`config.mk`:
```
export PLATFORM = sky130hd
export DESIGN_NAME = fpaddsub
export DESIGN_NICKNAME = d
export VERILOG_FILES = /design/src/rtl/fpaddsub.sv
export SDC_FILE = /design/constraint.sdc
export NUM_CORES = 1
export LEC_CHECK = 0
export ABC_AREA = 1
export ABC_CLOCK_PERIOD_IN_PS = 4900
export BUFFER_PORTS_ARGS = -buffer_cell sky130_fd_sc_hd__buf_2
export CORE_MARGIN = 2
export CORE_UTILIZATION = 50
export CTS_BUF_LIST = sky130_fd_sc_hd__clkbuf_4
export CTS_CLUSTER_DIAMETER = 100
export DETAILED_ROUTE_END_ITERATION = 6
export PLACE_DENSITY = 0.67
export SLEW_MARGIN = 20
export SYNTH_ARGS = -nofsm -noshare
export SYNTH_HDL_FRONTEND = slang
export SYNTH_SLANG_ARGS = --single-unit
```
`constraint.sdc`:
```
create_clock -name clk -period 4.9 [get_ports clk]
set_input_delay 0.245 -clock clk [delete_from_list [all_inputs] [get_ports clk]]
set_output_delay 0.245 -clock clk [all_outputs]
set_load 0.01 [all_outputs]
```
`src/rtl/fpaddsub.sv`:
```
// Parametrised multi-cycle floating-point adder/subtractor (sign|exp|mantissa, RNE, IEEE-style specials).
// Latency 5 + min(d,M+3) + n serial (5 with FPADDSUB_BARREL_EN defined); specials complete in 2.
// No backpressure: start is taken only while idle; the result and ready hold until the next accepted start.
module fpaddsub #(
    parameter int LOG_BIT = 3,
    parameter int EXP_BIT = 4
) (
    input  logic                    clk,
    input  logic                    rst_n,
    input  logic                    start,
    input  logic                    addnot_sub,
    input  logic [2**LOG_BIT-1:0]   a,
    input  logic [2**LOG_BIT-1:0]   b,
    output logic [2**LOG_BIT-1:0]   out,
    output logic                    ready,
    output logic                    busy
);
    localparam int W  = 2**LOG_BIT;
    localparam int E  = EXP_BIT;
    localparam int M  = W - 1 - E;
    localparam int MW = M + 4;        // hidden bit, mantissa, guard, round, sticky
    localparam int XW = E + 2;        // signed working exponent with headroom both ways

    localparam logic [W-1:0]          QNAN     = {1'b0, {E{1'b1}}, 1'b1, {(M-1){1'b0}}};
    localparam logic [E-1:0]          ALN_MAX  = E'(M + 3);
    localparam logic [E-1:0]          CNT_ONE  = 1;
    localparam logic signed [XW-1:0]  EXP_ONE  = 1;
    localparam logic signed [XW-1:0]  EXP_INF  = XW'(2**E - 1);

    typedef enum logic [2:0] {S_IDLE, S_UNPACK, S_ALIGN, S_ADD, S_NORM, S_ROUND} state_t;

    state_t                state_q, state_d;
    logic [W-1:0]          a_q, a_d, b_q, b_d, out_q, out_d, spec_res_q, spec_res_d;
    logic                  op_q, op_d, ready_q, ready_d, sign_q, sign_d, sub_q, sub_d, spec_q, spec_d;
    logic signed [XW-1:0]  exp_q, exp_d;
    logic [MW-1:0]         mx_q, mx_d, my_q, my_d;
    logic [E-1:0]          cnt_q, cnt_d;

    // Unpack view of the latched operands
    logic            sa, sb, sx, swap;
    logic [E-1:0]    ea, eb, ex, ey, d_u, aln_n;
    logic [M-1:0]    ma, mb, mx_u, my_u;
    logic            a_zero, b_zero, a_inf, b_inf, a_nan, b_nan, is_spec;
    logic [W-1:0]    spec_val;

    // Datapath helpers
    logic [MW:0]           sum;
    logic [M:0]            mant;
    logic [M+1:0]          mant_r;
    logic                  rup;
    logic signed [XW-1:0]  exp_r;
    logic [M-1:0]          frac;
    logic [W-1:0]          rounded;

`ifdef FPADDSUB_BARREL_EN
    localparam int            LW     = $clog2(MW + 1);
    localparam logic [MW-1:0] ONE_MW = 1;
    logic [MW-1:0]  shifted, lost_mask;
    logic [LW-1:0]  lzc;
`endif

    // Operand decode, magnitude swap and special-case result
    always_comb begin
        sa       = a_q[W-1];
        sb       = b_q[W-1] ^ ~op_q;
        ea       = a_q[W-2:M];
        eb       = b_q[W-2:M];
        ma       = a_q[M-1:0];
        mb       = b_q[M-1:0];
        a_zero   = (ea == '0);
        b_zero   = (eb == '0);
        a_nan    = (&ea) && (|ma);
        b_nan    = (&eb) && (|mb);
        a_inf    = (&ea) && !(|ma);
        b_inf    = (&eb) && !(|mb);
        swap     = {eb, mb} > {ea, ma};
        sx       = swap ? sb : sa;
        ex       = swap ? eb : ea;
        ey       = swap ? ea : eb;
        mx_u     = swap ? mb : ma;
        my_u     = swap ? ma : mb;
        d_u      = ex - ey;
        aln_n    = (d_u > ALN_MAX) ? ALN_MAX : d_u;
        is_spec  = 1'b1;
        spec_val = '0;
        if (a_nan || b_nan) begin
            spec_val = QNAN;
        end else if (a_inf && b_inf) begin
            spec_val = (sa != sb) ? QNAN : {sa, {E{1'b1}}, {M{1'b0}}};
        end else if (a_inf) begin
            spec_val = {sa, {E{1'b1}}, {M{1'b0}}};
        end else if (b_inf) begin
            spec_val = {sb, {E{1'b1}}, {M{1'b0}}};
        end else if (a_zero && b_zero) begin
            spec_val = {sa & sb, {(W-1){1'b0}}};
        end else if (a_zero) begin
            spec_val = {sb, eb, mb};
        end else if (b_zero) begin
            spec_val = {sa, ea, ma};
        end else begin
            is_spec  = 1'b0;
        end
    end

    // Magnitude add/sub and round-to-nearest-even on the normalised magnitude
    always_comb begin
        sum    = sub_q ? ({1'b0, mx_q} - {1'b0, my_q}) : ({1'b0, mx_q} + {1'b0, my_q});
        mant   = mx_q[MW-1:3];
        rup    = mx_q[2] & (mx_q[1] | mx_q[0] | mant[0]);
        mant_r = {1'b0, mant} + {{(M+1){1'b0}}, rup};
        exp_r  = mant_r[M+1] ? (exp_q + EXP_ONE) : exp_q;
        frac   = mant_r[M+1] ? mant_r[M:1] : mant_r[M-1:0];
        if (mx_q == '0) begin
            rounded = '0;
        end else if (exp_r >= EXP_INF) begin
            rounded = {sign_q, {E{1'b1}}, {M{1'b0}}};
        end else if (exp_r < EXP_ONE) begin
            rounded = {sign_q, {(W-1){1'b0}}};
        end else begin
            rounded = {sign_q, exp_r[E-1:0], frac};
        end
    end

`ifdef FPADDSUB_BARREL_EN
    // One-shot alignment with sticky collection, and leading-zero count for normalise
    always_comb begin
        shifted   = my_q >> cnt_q;
        lost_mask = (ONE_MW << cnt_q) - ONE_MW;
        lzc       = '0;
        for (int i = 0; i < MW; i++) begin
            if (mx_q[i]) lzc = LW'(MW - 1 - i);
        end
    end
`endif

    // Next-state and datapath control
    always_comb begin
        state_d    = state_q;
        a_d        = a_q;
        b_d        = b_q;
        op_d       = op_q;
        out_d      = out_q;
        ready_d    = ready_q;
        sign_d     = sign_q;
        sub_d      = sub_q;
        spec_d     = spec_q;
        spec_res_d = spec_res_q;
        exp_d      = exp_q;
        mx_d       = mx_q;
        my_d       = my_q;
        cnt_d      = cnt_q;
        case (state_q)
            S_IDLE: begin
                if (start) begin
                    a_d     = a;
                    b_d     = b;
                    op_d    = addnot_sub;
                    ready_d = 1'b0;
                    state_d = S_UNPACK;
                end
            end
            S_UNPACK: begin
                sign_d     = sx;
                sub_d      = sa ^ sb;
                exp_d      = {2'b00, ex};
                mx_d       = {1'b1, mx_u, 3'b000};
                my_d       = {1'b1, my_u, 3'b000};
                cnt_d      = aln_n;
                spec_d     = is_spec;
                spec_res_d = spec_val;
                // Specials skip the datapath; ROUND just presents the latched result
                state_d    = is_spec ? S_ROUND : S_ALIGN;
            end
            S_ALIGN: begin
`ifdef FPADDSUB_BARREL_EN
                my_d    = {shifted[MW-1:1], shifted[0] | (|(my_q & lost_mask))};
                state_d = S_ADD;
`else
                if (cnt_q == '0) begin
                    state_d = S_ADD;
                end else begin
                    my_d  = {1'b0, my_q[MW-1:2], my_q[1] | my_q[0]};
                    cnt_d = cnt_q - CNT_ONE;
                end
`endif
            end
            S_ADD: begin
                if (sum[MW]) begin
                    mx_d  = {sum[MW:2], sum[1] | sum[0]};
                    exp_d = exp_q + EXP_ONE;
                end else begin
                    mx_d  = sum[MW-1:0];
                end
                state_d = S_NORM;
            end
            S_NORM: begin
`ifdef FPADDSUB_BARREL_EN
                mx_d    = mx_q << lzc;
                exp_d   = exp_q - XW'(lzc);
                state_d = S_ROUND;
`else
                if (mx_q[MW-1] || (mx_q == '0)) begin
                    state_d = S_ROUND;
                end else begin
                    mx_d  = {mx_q[MW-2:0], 1'b0};
                    exp_d = exp_q - EXP_ONE;
                end
`endif
            end
            S_ROUND: begin
                out_d   = spec_q ? spec_res_q : rounded;
                ready_d = 1'b1;
                state_d = S_IDLE;
            end
            default: state_d = S_IDLE;
        endcase
    end

    // State and datapath registers with synchronous active-low reset
    always_ff @(posedge clk) begin
        if (!rst_n) begin
            state_q    <= S_IDLE;
            a_q        <= '0;
            b_q        <= '0;
            op_q       <= 1'b0;
            out_q      <= '0;
            ready_q    <= 1'b0;
            sign_q     <= 1'b0;
            sub_q      <= 1'b0;
            spec_q     <= 1'b0;
            spec_res_q <= '0;
            exp_q      <= '0;
            mx_q       <= '0;
            my_q       <= '0;
            cnt_q      <= '0;
        end else begin
            state_q    <= state_d;
            a_q        <= a_d;
            b_q        <= b_d;
            op_q       <= op_d;
            out_q      <= out_d;
            ready_q    <= ready_d;
            sign_q     <= sign_d;
            sub_q      <= sub_d;
            spec_q     <= spec_d;
            spec_res_q <= spec_res_d;
            exp_q      <= exp_d;
            mx_q       <= mx_d;
            my_q       <= my_d;
            cnt_q      <= cnt_d;
        end
    end

    assign out   = out_q;
    assign ready = ready_q;
    assign busy  = (state_q != S_IDLE);

endmodule

```
==> Yosys cells after proc, flatten, opt, wreduce, memory -nomap -nowiden <==
Index checks and enable logic that the tools add are counted.
{ "classes": {"order_cmp": 4, "mux": 45, "add_sub_neg": 7, "n_mul": 0, "div": 0, "n_shift": 0, "bitwise_logic": 9, "eq_ne": 12, "n_reduce_logical": 29} }
{ "op_table": {"columns": ["op", "n"], "rows": [
  ["$mux W8", 11],
  ["$mux W7", 5],
  ["$mux W3", 7],
  ["$pmux W7 S3", 1],
  ["$mux W6", 3],
  ["$pmux W6 S3", 1],
  ["$mux W4", 4],
  ["$pmux W3 S5", 1],
  ["$pmux W7 S2", 1],
  ["$logic_not A4 Y1", 3],
  ["$ne A2 B2 Y1 const B", 6],
  ["$mux W1", 9],
  ["$add A7 B7 Y8", 1],
  ["$pmux W4 S2", 1],
  ["$reduce_and A2 Y1", 4],
  ["$reduce_and A4 Y1", 2],
  ["$sub A7 B7 Y8", 1],
  ["$gt A7 B7 Y1", 1],
  ["$logic_not A7 Y1", 1],
  ["$add A6 B2 Y6 const B", 1],
  ["$eq A3 B2 Y1 const B", 2],
  ["$eq A3 B3 Y1 const B", 2],
  ["$ge A6 B5 Y1 const B", 1],
  ["$logic_and A1 B1 Y1", 6],
  ["20 further kinds", 31]
]} }
{ "totals": {"rom_bits": 0, "in_bits": 20, "regBits": 64, "mem_count": 0, "latchBits": 0, "ramBits": 0} }

==> Logic depth before layout (Yosys ltp) <==
Gate-level depths: netlist of run 1.
{ "logic_depth": {"depth_word": 10, "depth_mapped": 20, "mapped_depth_nobuf": 20} }

==> Worst setup path after synthesis of run 1 <==
Ideal clock, no wire load.
{ "synth_path": {"kind": "reg-to-reg", "startpoint": "register my_q[0]", "endpoint": "register exp_q[0]", "t_required_ps": 4766, "arrival_ps": 2387, "period_less_slack_ps": 2520, "setup_ps": 134, "stages_incl_launch_ff": 19, "setup_slack_ps": 2380, "cell_sequence": "dfxtp_1 > inv_1 > ha_1 > inv_1 > nor2_1 > nand2_1 > o21ai_0 > xor2_1 > inv_1 > ha_1 > nand2_1 > nor2_1 > nand2_1 > o211ai_2 > xnor2_2 > o21ai_2 > buf_4 > nor2_1 > a211oi_2"} }
{ "synth_via": {"elab_chain_len": 4, "elab_cells_between_ends": 5} }
{ "synth_lines": {"columns": ["element", "line", "text"], "rows": [
  ["start: declaration", "36", "logic [MW-1:0] mx_q, mx_d, my_q, my_d;"],
  ["start signal: assignment", "249", "my_q <= my_d;"],
  ["$add A7 B7 Y8 / $sub A7 B7 Y8 (equally long branches)", "107", "sum = sub_q ? ({1'b0, mx_q} - {1'b0, my_q}) : ({1'b0, mx_q} + {1'b0, my_q});"],
  ["$mux W8 *", "107", null],
  ["$ne A2 B2 Y1 (no line) *", null, null],
  ["$reduce_and A3 Y1 (no line) *", null, null],
  ["end signal: assignment", "247", "exp_q <= exp_d;"],
  ["end: declaration", "35", "logic signed [XW-1:0] exp_q, exp_d;"]
]} }
Every way passes the cells marked *; elsewhere a longest branch is shown, timed or not.
A chain may end at the register's enable or synchronous reset.

==> Final worst setup path of run 1 <==
Same ends and word-level chain as after synthesis.

==> results of run 1 <==
## cell usage in the layout (no fill, tap or decap), drive strengths merged
| cell | count |
|---|---|
| nand2 | 118 |
| inv | 99 |
| o21ai | 81 |
| dfxtp | 64 |
| a21oi | 64 |
| nand3 | 31 |
| buf | 30 |
| nor2 | 25 |
| ha | 21 |
| nand4 | 15 |
| xor2 | 14 |
| o211ai | 13 |
| a31oi | 11 |
| clkbuf | 9 |
| nor3 | 7 |
| o22ai | 6 |
| a211oi | 4 |
| xnor2 | 3 |
| nand3b | 2 |
| o31ai | 2 |
| or2 | 2 |
| clkinv | 2 |
| bufinv | 2 |
| nor4 | 1 |
| a221oi | 1 |
| o21a | 1 |
| o2111ai | 1 |
| a31o | 1 |
| o221ai | 1 |
| fa | 1 |
| clkinvlp | 1 |
## layout make-up
class / instances / area (sq um)
fill: 801 / 3625
multi-input combinational: 426 / 2451
sequential: 64 / 1281
inverter: 97 / 364.1
timing repair buffer: 30 / 152.6
tap: 105 / 131.4
clock inverter: 7 / 102.6
clock buffer: 9 / 67.56
## final timing paths
path | endpoint | cells after the start
worst max-delay path | exp_q[0] | 17
worst min-delay path | b_q[6] | 3
worst max register to register | exp_q[0] | 17
worst min register to register | op_q | 2
## per-stage QoR
step	hold slack (ns)	setup slack [ns]	cells	util [%]	area, sq um
floorplan	0.4355	2.380	608	-	4197
global placement	0.4450	2.149	722	53.52	4375
detailed placement	0.4560	2.020	722	53.52	4375
CTS	0.07673	1.979	738	55.60	4546
global route	0.06730	1.624	738	55.66	4551
finish	0.08919	1.974	738	55.66	4551
## logic make-up after synthesis
logic type	count (synthesis)	share of synthesized area (%)
AO/OA/AOI/OAI	186	25.19
XOR/XNOR	17	3.727
adder cells (fa/ha/maj)	22	6.738
buffers and inverters	118	11.18
flip-flops	64	30.53
AND/OR/NAND/NOR	201	22.63
## registers in the layout, indices dropped and copies added (netlist names)
register and count:
sign_q 1, sub_q 1, spec_q 1, cnt_q 4
ready 1, b_q 8, out 8, my_q 7
state_q 3, spec_res_q 8, op_q 1, mx_q 7
a_q 8, exp_q 6
## per-layer routing
layer / vias up / GRT usage (%) / wire [um]
met2: 104 / 40.27 / 5062
li1: 2098 / - / -
met4: 0 / 10.36 / 285
met1: 1930 / 32.41 / 4792
met3: 25 / 4.585 / 421
met5: - / 0 / 0
## tightest hold or removal path, delay by kind of cell
kind	cells	cell delay, ns
compound gates	2	0.17
buf+inv	1	0.07
==> flow_metrics.tcl, run 1 <==
set metrics [dict create \
    maxSlewViolCount 0 \
    synth_edf_count 0 \
    nets 670 \
    start_kind "register" \
    tightestPinTransition_ns 1.012 \
    fp.dieW_um 95.62 \
    max_slew_margin_pct 32.27 \
    yosys-top-cells-count "110 x nand2_1, 87 x inv_1, 64 x dfxtp_1, 61 x a21oi_1, 54 x o21ai_0" \
    cp_top_family "compound AO/OA/AOI/OAI gates" \
    crit_required_ns 5.26 \
    synth.avg_cell_area_sq_um 6.902 \
    via_per_inst 5.633 \
    path_cells "inv_1, ha_1, inv_1, nor2_1, nand2_1, o21ai_0, xor2_1, inv_1, ha_1, nand2_1, nor2_1, nand2_1, o211ai_2, xnor2_2, o21ai_2, nor2_1, a211oi_2" \
    cp_data_arrival_time_ns 3.29 \
    clk_latency_ns 0.44 \
    worstSetupEndpointType "register" \
    routed-via-count 4157 \
    post-route-drc-count 0 \
    drive_above_1_share_pct 13.59 \
    cts.clk_slew.worst_paths_ns 0.12 \
    critPathLaunch "my_q[0]" \
    async_flop_share_pct 0 \
    place_congestion 0.8716 \
    yosysUniqueCellTypes 45 \
    cts.sinks 64 \
    synth_area_leaders "dfxtp_1 31%, nand2_1 9.8%, inv_1 7.8%" \
    overflow 0 \
    outcome "finished clean" \
    min_from "b[6]" \
    areaGrowthSynthToFinish_pct 8.438 \
    rows 33 \
    fin_crit_sh_pct 59.72 \
    timing.fmax_mhz 341.7 \
    place.port_buffers 29 \
    syn_area_sq_um 4197 \
    cts_tree "yes" \
    netlist_instances 608 \
    crit_slowest_cell "o21ai_2" \
    synth-warning-count 0 \
    syn-num-nets 650 \
    reg2reg_slack_ns 1.97 \
    post_cts_buffers 0 \
    critical_path_buf_inv_count 3 \
    coreArea_sq_um 8175 \
    routed_wl_mm 10.56 \
    ant_nets 0 \
    timing.rr.start "my_q[0]" \
    grt_pass1_wl_mm 17.66 \
    drv_cap 0 \
    slowest_delay_ns 0.48 \
    worstPathMaxFanout 12 \
    cts_buffer_depth 2 \
    synth-seq-cells 64 \
    grt_max_degree 48 \
    path_class "register to register" \
    place_hpwl_mm 7.832 \
    hold_path.class "input pin to register" \
    fp.dieH_um 95.62 \
    io_pins 30 \
    fin_crit_ns 2.926 \
    synth_area_leader_cell "dfxtp_1" \
    antenna_found_initial 0 \
    start_util_pct 51.33 \
    setup_tns_ns 0 \
    hold_viol 0 \
    finalSetupViolCount 0 \
    cts_resized 0 \
    htreeDepth 3 \
    grt_usage_pct 24.86 \
    grt_pass1_vias 3806 \
    ys.flop_type "dfxtp_1" \
    drt_iter0_markers 186 \
    yosysMostFrequentCell "nand2_1" \
    synth_seq_area_share_pct 30.53 \
    synth_top_area_share_pct 30.53 \
    cts_buffers 9 \
    cts_hold_buffers 0 \
    antenna_cells_inserted 0 \
    cts_root_buf "clkbuf_4" \
    die_area_sq_um 9142 \
    rsz0062_at_grt "false" \
    wire_per_inst_um 14.31 \
    clock_skew_ns 0.02379 \
    drt-pass1-iter-count 5 \
]
Power of run 1 is not shown: default switching activity piles up to over one toggle a cycle in this logic, so the estimate is an artifact.
==> inputs of run 2 (changes only) <==
--- a/config.mk
+++ b/config.mk
@@ -6,14 +6,14 @@
 export NUM_CORES = 1
 export LEC_CHECK = 0
 export ABC_AREA = 1
-export ABC_CLOCK_PERIOD_IN_PS = 4900
+export ABC_CLOCK_PERIOD_IN_PS = 2550
 export BUFFER_PORTS_ARGS = -buffer_cell sky130_fd_sc_hd__buf_2
 export CORE_MARGIN = 2
 export CORE_UTILIZATION = 50
 export CTS_BUF_LIST = sky130_fd_sc_hd__clkbuf_4
 export CTS_CLUSTER_DIAMETER = 100
 export DETAILED_ROUTE_END_ITERATION = 6
-export PLACE_DENSITY = 0.67
+export PLACE_DENSITY = 0.7
 export SLEW_MARGIN = 20
 export SYNTH_ARGS = -nofsm -noshare
 export SYNTH_HDL_FRONTEND = slang
==> constraint.sdc (replaced) <==
create_clock -name clk -period 2.55 [get_ports clk]
set_input_delay 0.1275 -clock clk [delete_from_list [all_inputs] [get_ports clk]]
set_output_delay 0.1275 -clock clk [all_outputs]
set_load 0.01 [all_outputs]
==> flow_metrics.tcl, run 2 (synthesis gave the netlist of run 1 again) <==
set metrics [dict create \
    post-route-drc-count 0 \
    timing.fmax_mhz 386.5 \
    rsz0062_at_grt "true" \
    tightestPinTransition_ns 0.5196 \
    wire_per_inst_um 14.91 \
    r2r_end "exp_q[1]" \
    path_cells "inv_2, ha_4, inv_4, nor2_4, nand2_2, o21ai_2, xor2_1, inv_1, ha_4, nand2_4, nor2_4, nand2_2, o211ai_2, xnor2_2, buf_4, o21ai_4, buf_4, o21ai_1, a21oi_1" \
    wl_met3_um 309 \
    drt-pass1-iter-count 5 \
    setup_slack_ns -0.03728 \
    worstPathMaxFanout 4 \
    fp.dieW_um 95.62 \
    place_congestion 0.9040 \
    coreArea_sq_um 8175 \
    grt_pass1_wl_mm 18.71 \
    cts_tree "yes" \
    cts.sinks 64 \
    max_slew_margin_pct 65.09 \
    placed_area_sq_um 4593 \
    clk_latency_ns 0.43 \
    fin_crit_sh_pct 101.5 \
    routed_wl_mm 11.64 \
    place_hpwl_mm 8.565 \
    via_per_inst 5.548 \
    setup_tns_ns -0.1520 \
    slowest_delay_ns 0.34 \
    ff_latch_area_sq_um 1294 \
    outcome "complete, but fails checks" \
    hold_depth 3 \
    start_util_pct 51.33 \
    final_common_cell "nand2_1" \
    routed.top_layer "met4" \
    crit_required_ns 2.87 \
    r2r_cells 19 \
    cts.clk_slew.worst_paths_ns 0.11 \
    final_cell_area_sq_um 5090 \
    maxSlewViolCount 0 \
    finalSetupViolCount 6 \
    cp_data_arrival_time_ns 2.90 \
    timing.rr.start "my_q[1]" \
    cts_buffer_depth 2 \
    die_area_sq_um 9142 \
    cts_root_buf "clkbuf_4" \
    place.port_buffers 29 \
    multi_input_area_sq_um 2623 \
    reg2reg_slack_ns -0.04 \
    crit_slowest_cell "dfxtp_2" \
    clock_skew_ns 0.01631 \
    dp_slack_ns -0.1741 \
    cts_buffers 9 \
    fp.dieH_um 95.62 \
    worstSetupEndpointType "register" \
    hold_viol 0 \
    overflow 0 \
    drv_cap 0 \
    antenna_cells_inserted 0 \
    wl_met2_mm 5.842 \
    rows 33 \
    wl_met1_mm 5.221 \
    drt_iter0_markers 159 \
    final_util_pct 62.26 \
    ant_nets 0 \
    start_kind "register" \
    nets 713 \
    routed-via-count 4333 \
    critPathLaunch "my_q[1]" \
    hold_path.class "input pin to register" \
    grt_pass1_vias 4016 \
    final_cell_mix "105 x nand2_1, 84 x inv_1, 56 x dfxtp_1" \
    areaGrowthSynthToFinish_pct 21.29 \
    min_from "a[1]" \
    grt_usage_pct 26.11 \
    htreeDepth 3 \
    min_to "a_q[1]" \
    grt_max_degree 47 \
    fin_crit_ns 2.587 \
    violations "negative setup slack" \
    io_pins 30 \
    nFillCells 750 \
    antenna_found_initial 0 \
    path_class "register to register" \
    drive_above_1_share_pct 23.22 \
]
-- run 2: cell types whose count changed in the layout (fill, tap and decap cells not counted), sizes merged --
| cell | delta |
|---|---|
| buf | +34 |
| dlygate4sd3 | +9 |
-- run 2: layer usage --
metal	vias up	global-route usage (%)
met3	24	2.925
met1	2034	33.25
met2	93	44.93
met4	0	10.24
li1	2182	-
met5	-	0
-- run 2: area by class of cell --
class                      instances  area share, %
inverter                          97          7.203
clock buffer                       9          1.327
tap                              105          2.581
clock inverter                     7          2.016
multi-input combinational        426          51.52
timing repair buffer              73          9.931
sequential                        64          25.42
-- run 2: timing repair --
action                                 in CTS  in global routing
setup endpoints to repair                  13                 15
pin swaps                                   2                 21
buffers inserted                            2                  3
endpoints found under the hold margin       9                  0
hold buffers                                9                  0
gates cloned                                0                  0
resized for setup                           9                 46
-- run 2: worst max-delay path, delay by kind of cell, from the launching register on --
| family | cells | cell delay (ns) |
|---|---|---|
| buffers and inverters | 5 | 0.54 |
| adders and majority gates | 2 | 0.45 |
| AOI/OAI and AO/OA | 5 | 0.44 |
| and+or+nand+nor | 5 | 0.40 |
| DFF | 1 | 0.34 |
| xor gates and xnor gates | 2 | 0.31 |
-- run 2: per-stage QoR --
| stage | hold slack (ns) | cells |
|---|---|---|
| finish | 0.01503 | 781 |
| global route | 0.02690 | 781 |
| CTS | 0.009618 | 778 |
| detailed placement | 0.4092 | 751 |
| global placement | 0.4058 | 751 |
| floorplan | 0.3208 | 608 |
-- run 2: worst max-delay path by stage --
| stage | end | slack (ns) |
|---|---|---|
| finish | exp_q[1] | -0.04 |
| global route | exp_q[5] | -0.25 |
| CTS | mx_q[6] | 0.01 |
| detailed placement | mx_q[6] | -0.17 |
| global placement | mx_q[6] | -0.06 |
| floorplan | exp_q[0] | 0.03 |
Power of run 2 is left out for the same reason.
==> inputs of run 3 (changes only) <==
--- a/config.mk
+++ b/config.mk
@@ -6,14 +6,14 @@
 export NUM_CORES = 1
 export LEC_CHECK = 0
 export ABC_AREA = 1
-export ABC_CLOCK_PERIOD_IN_PS = 2550
+export ABC_CLOCK_PERIOD_IN_PS = 2800
 export BUFFER_PORTS_ARGS = -buffer_cell sky130_fd_sc_hd__buf_2
 export CORE_MARGIN = 2
 export CORE_UTILIZATION = 50
 export CTS_BUF_LIST = sky130_fd_sc_hd__clkbuf_4
 export CTS_CLUSTER_DIAMETER = 100
 export DETAILED_ROUTE_END_ITERATION = 6
-export PLACE_DENSITY = 0.7
+export PLACE_DENSITY = 0.67
 export SLEW_MARGIN = 20
 export SYNTH_ARGS = -nofsm -noshare
 export SYNTH_HDL_FRONTEND = slang
==> constraint.sdc (replaced) <==
create_clock -name clk -period 2.8 [get_ports clk]
set_input_delay 0.14 -clock clk [delete_from_list [all_inputs] [get_ports clk]]
set_output_delay 0.14 -clock clk [all_outputs]
set_load 0.01 [all_outputs]
==> flow_metrics.tcl, run 3 (synthesis gave the netlist of run 1 again) <==
set metrics [dict create \
    outcome "finished clean" \
    drv_cap 0 \
    start_kind "register" \
    cts_root_buf "clkbuf_4" \
    place_hpwl_mm 8.113 \
    coreArea_sq_um 8175 \
    worstPathMaxFanout 7 \
    worstSetupEndpointType "register" \
    fin_crit_sh_pct 93.23 \
    cts_buffers 9 \
    place_congestion 0.8922 \
    hold_viol 0 \
    clock_skew_ns 0.01870 \
    final_util_pct 58.85 \
    path_class "register to register" \
    rows 33 \
    routed-via-count 4200 \
    grt_max_degree 36 \
    cts_tree "yes" \
    critical_path_buf_inv_count 4 \
    fin_crit_ns 2.611 \
    wire_per_inst_um 14.68 \
    post-route-drc-count 0 \
    cts.sinks 64 \
    cp_data_arrival_time_ns 2.97 \
    io_pins 30 \
    placed_area_sq_um 4413 \
    cts_buffer_depth 2 \
    layout.cells.non_filler 756 \
    timing.fmax_mhz 383.1 \
    grt_pass1_vias 3782 \
    hold_path.class "input pin to register" \
    setup_tns_ns 0 \
    ant_nets 0 \
    maxSlewViolCount 0 \
    drt_iter0_markers 204 \
    grt_usage_pct 25.13 \
    slowest_delay_ns 0.35 \
    finalSetupViolCount 0 \
    cts.clk_slew.worst_paths_ns 0.12 \
    final_cell_mix "109 x nand2_1, 84 x inv_1, 62 x dfxtp_1" \
    die_area_sq_um 9142 \
    antenna_cells_inserted 0 \
    grt_pass1_wl_mm 17.82 \
    place.port_buffers 29 \
    tightestPinTransition_ns 0.5735 \
    drive_above_1_share_pct 16.90 \
    fp.dieH_um 95.62 \
    placed_cells 727 \
    areaGrowthSynthToFinish_pct 14.64 \
    antenna_found_initial 0 \
    overflow 0 \
    htreeDepth 3 \
    final_cell_area_sq_um 4811 \
    crit_slowest_cell "dfxtp_2" \
    via_per_inst 5.556 \
    clk_latency_ns 0.43 \
    routed_wl_mm 11.10 \
    nets 688 \
    drt-pass1-iter-count 5 \
    fp.dieW_um 95.62 \
    cp_top_family "compound AO/OA/AOI/OAI gates" \
    cpMostUsedCell "nand2_1" \
    start_util_pct 51.33 \
    path_cells "inv_2, ha_4, inv_2, nor2_4, nand2_1, o21ai_1, xor2_1, inv_1, ha_4, a21oi_2, o211ai_4, xnor2_4, inv_2, nand2_1, nand2_1, nand2_1, nand2_1, a21oi_1" \
    max_slew_margin_pct 61.73 \
    final_common_cell "nand2_1" \
    crit_required_ns 3.15 \
]
## run 3: cell types whose count changed in the layout (fill, tap and decap cells not counted), moves of 2 or more
cell,change
buf_6,-2
dfxtp_2,-5
a21oi_1,+4
nand2_1,+4
dfxtp_1,+6
o21ai_0,+2
ha_1,+4
buf_4,-24
nor2_1,+2
a21oi_2,-4
ha_4,-5
nand2_2,-4
## run 3: final cells by class
cell class | instances | area, sq um
Multi-Input combinational cell | 426 | 2539
Tap cell | 105 | 131.4
Clock inverter | 7 | 102.6
Timing Repair Buffer | 48 | 322.8
Inverter | 97 | 364.1
Fill cell | 786 | 3364
Clock buffer | 9 | 67.56
Sequential cell | 64 | 1284
## run 3: worst paths after layout
| kind | start | end | slack, ns | cells past startpoint |
|---|---|---|---|---|
| max | my_q[1] | mx_q[6] | 0.19 | 18 |
| min | b[4] | b_q[4] | 0.009 | 3 |
| max reg2reg | my_q[1] | mx_q[6] | 0.19 | 18 |
| min reg2reg | b_q[7] | b_q[7] | 0.47 | 2 |
## run 3: through the flow
step	hold WS, ns	setup slack [ns]
after global routing	0.01685	-0.01284
final	0.009439	0.1895
after floorplan	0.3333	0.2795
after detailed placement	0.4251	-0.04727
after global placement	0.4205	0.05118
after CTS	0.004849	0.03705
## run 3: metal layers
| layer | up-vias | GRT usage [%] | wire length (um) | share of wire (%) |
|---|---|---|---|---|
| met5 | - | 0 | 0 | 0 |
| met4 | 0 | 10.12 | 232 | 2.1 |
| met3 | 24 | 3.083 | 421 | 3.8 |
| met2 | 93 | 41.08 | 5307 | 48 |
| met1 | 1945 | 33.56 | 5136 | 46 |
| li1 | 2138 | - | - | - |
## run 3: what timing repair did
| action | 4_1_cts | 5_1_grt |
|---|---|---|
| pin swaps | 0 | 11 |
| hold buffers | 9 | 0 |
| setup buffers | 0 | 4 |
| endpoints found under the setup margin | 6 | 14 |
| hold endpoints to repair | 9 | 0 |
| gates resized for setup | 2 | 24 |
## run 3: tightest hold or removal path, cell delays in order
cell     delay [ns]
buf_2          0.07
o21ai_0        0.07
a21oi_1        0.11
Power of run 3 is left out for the same reason.
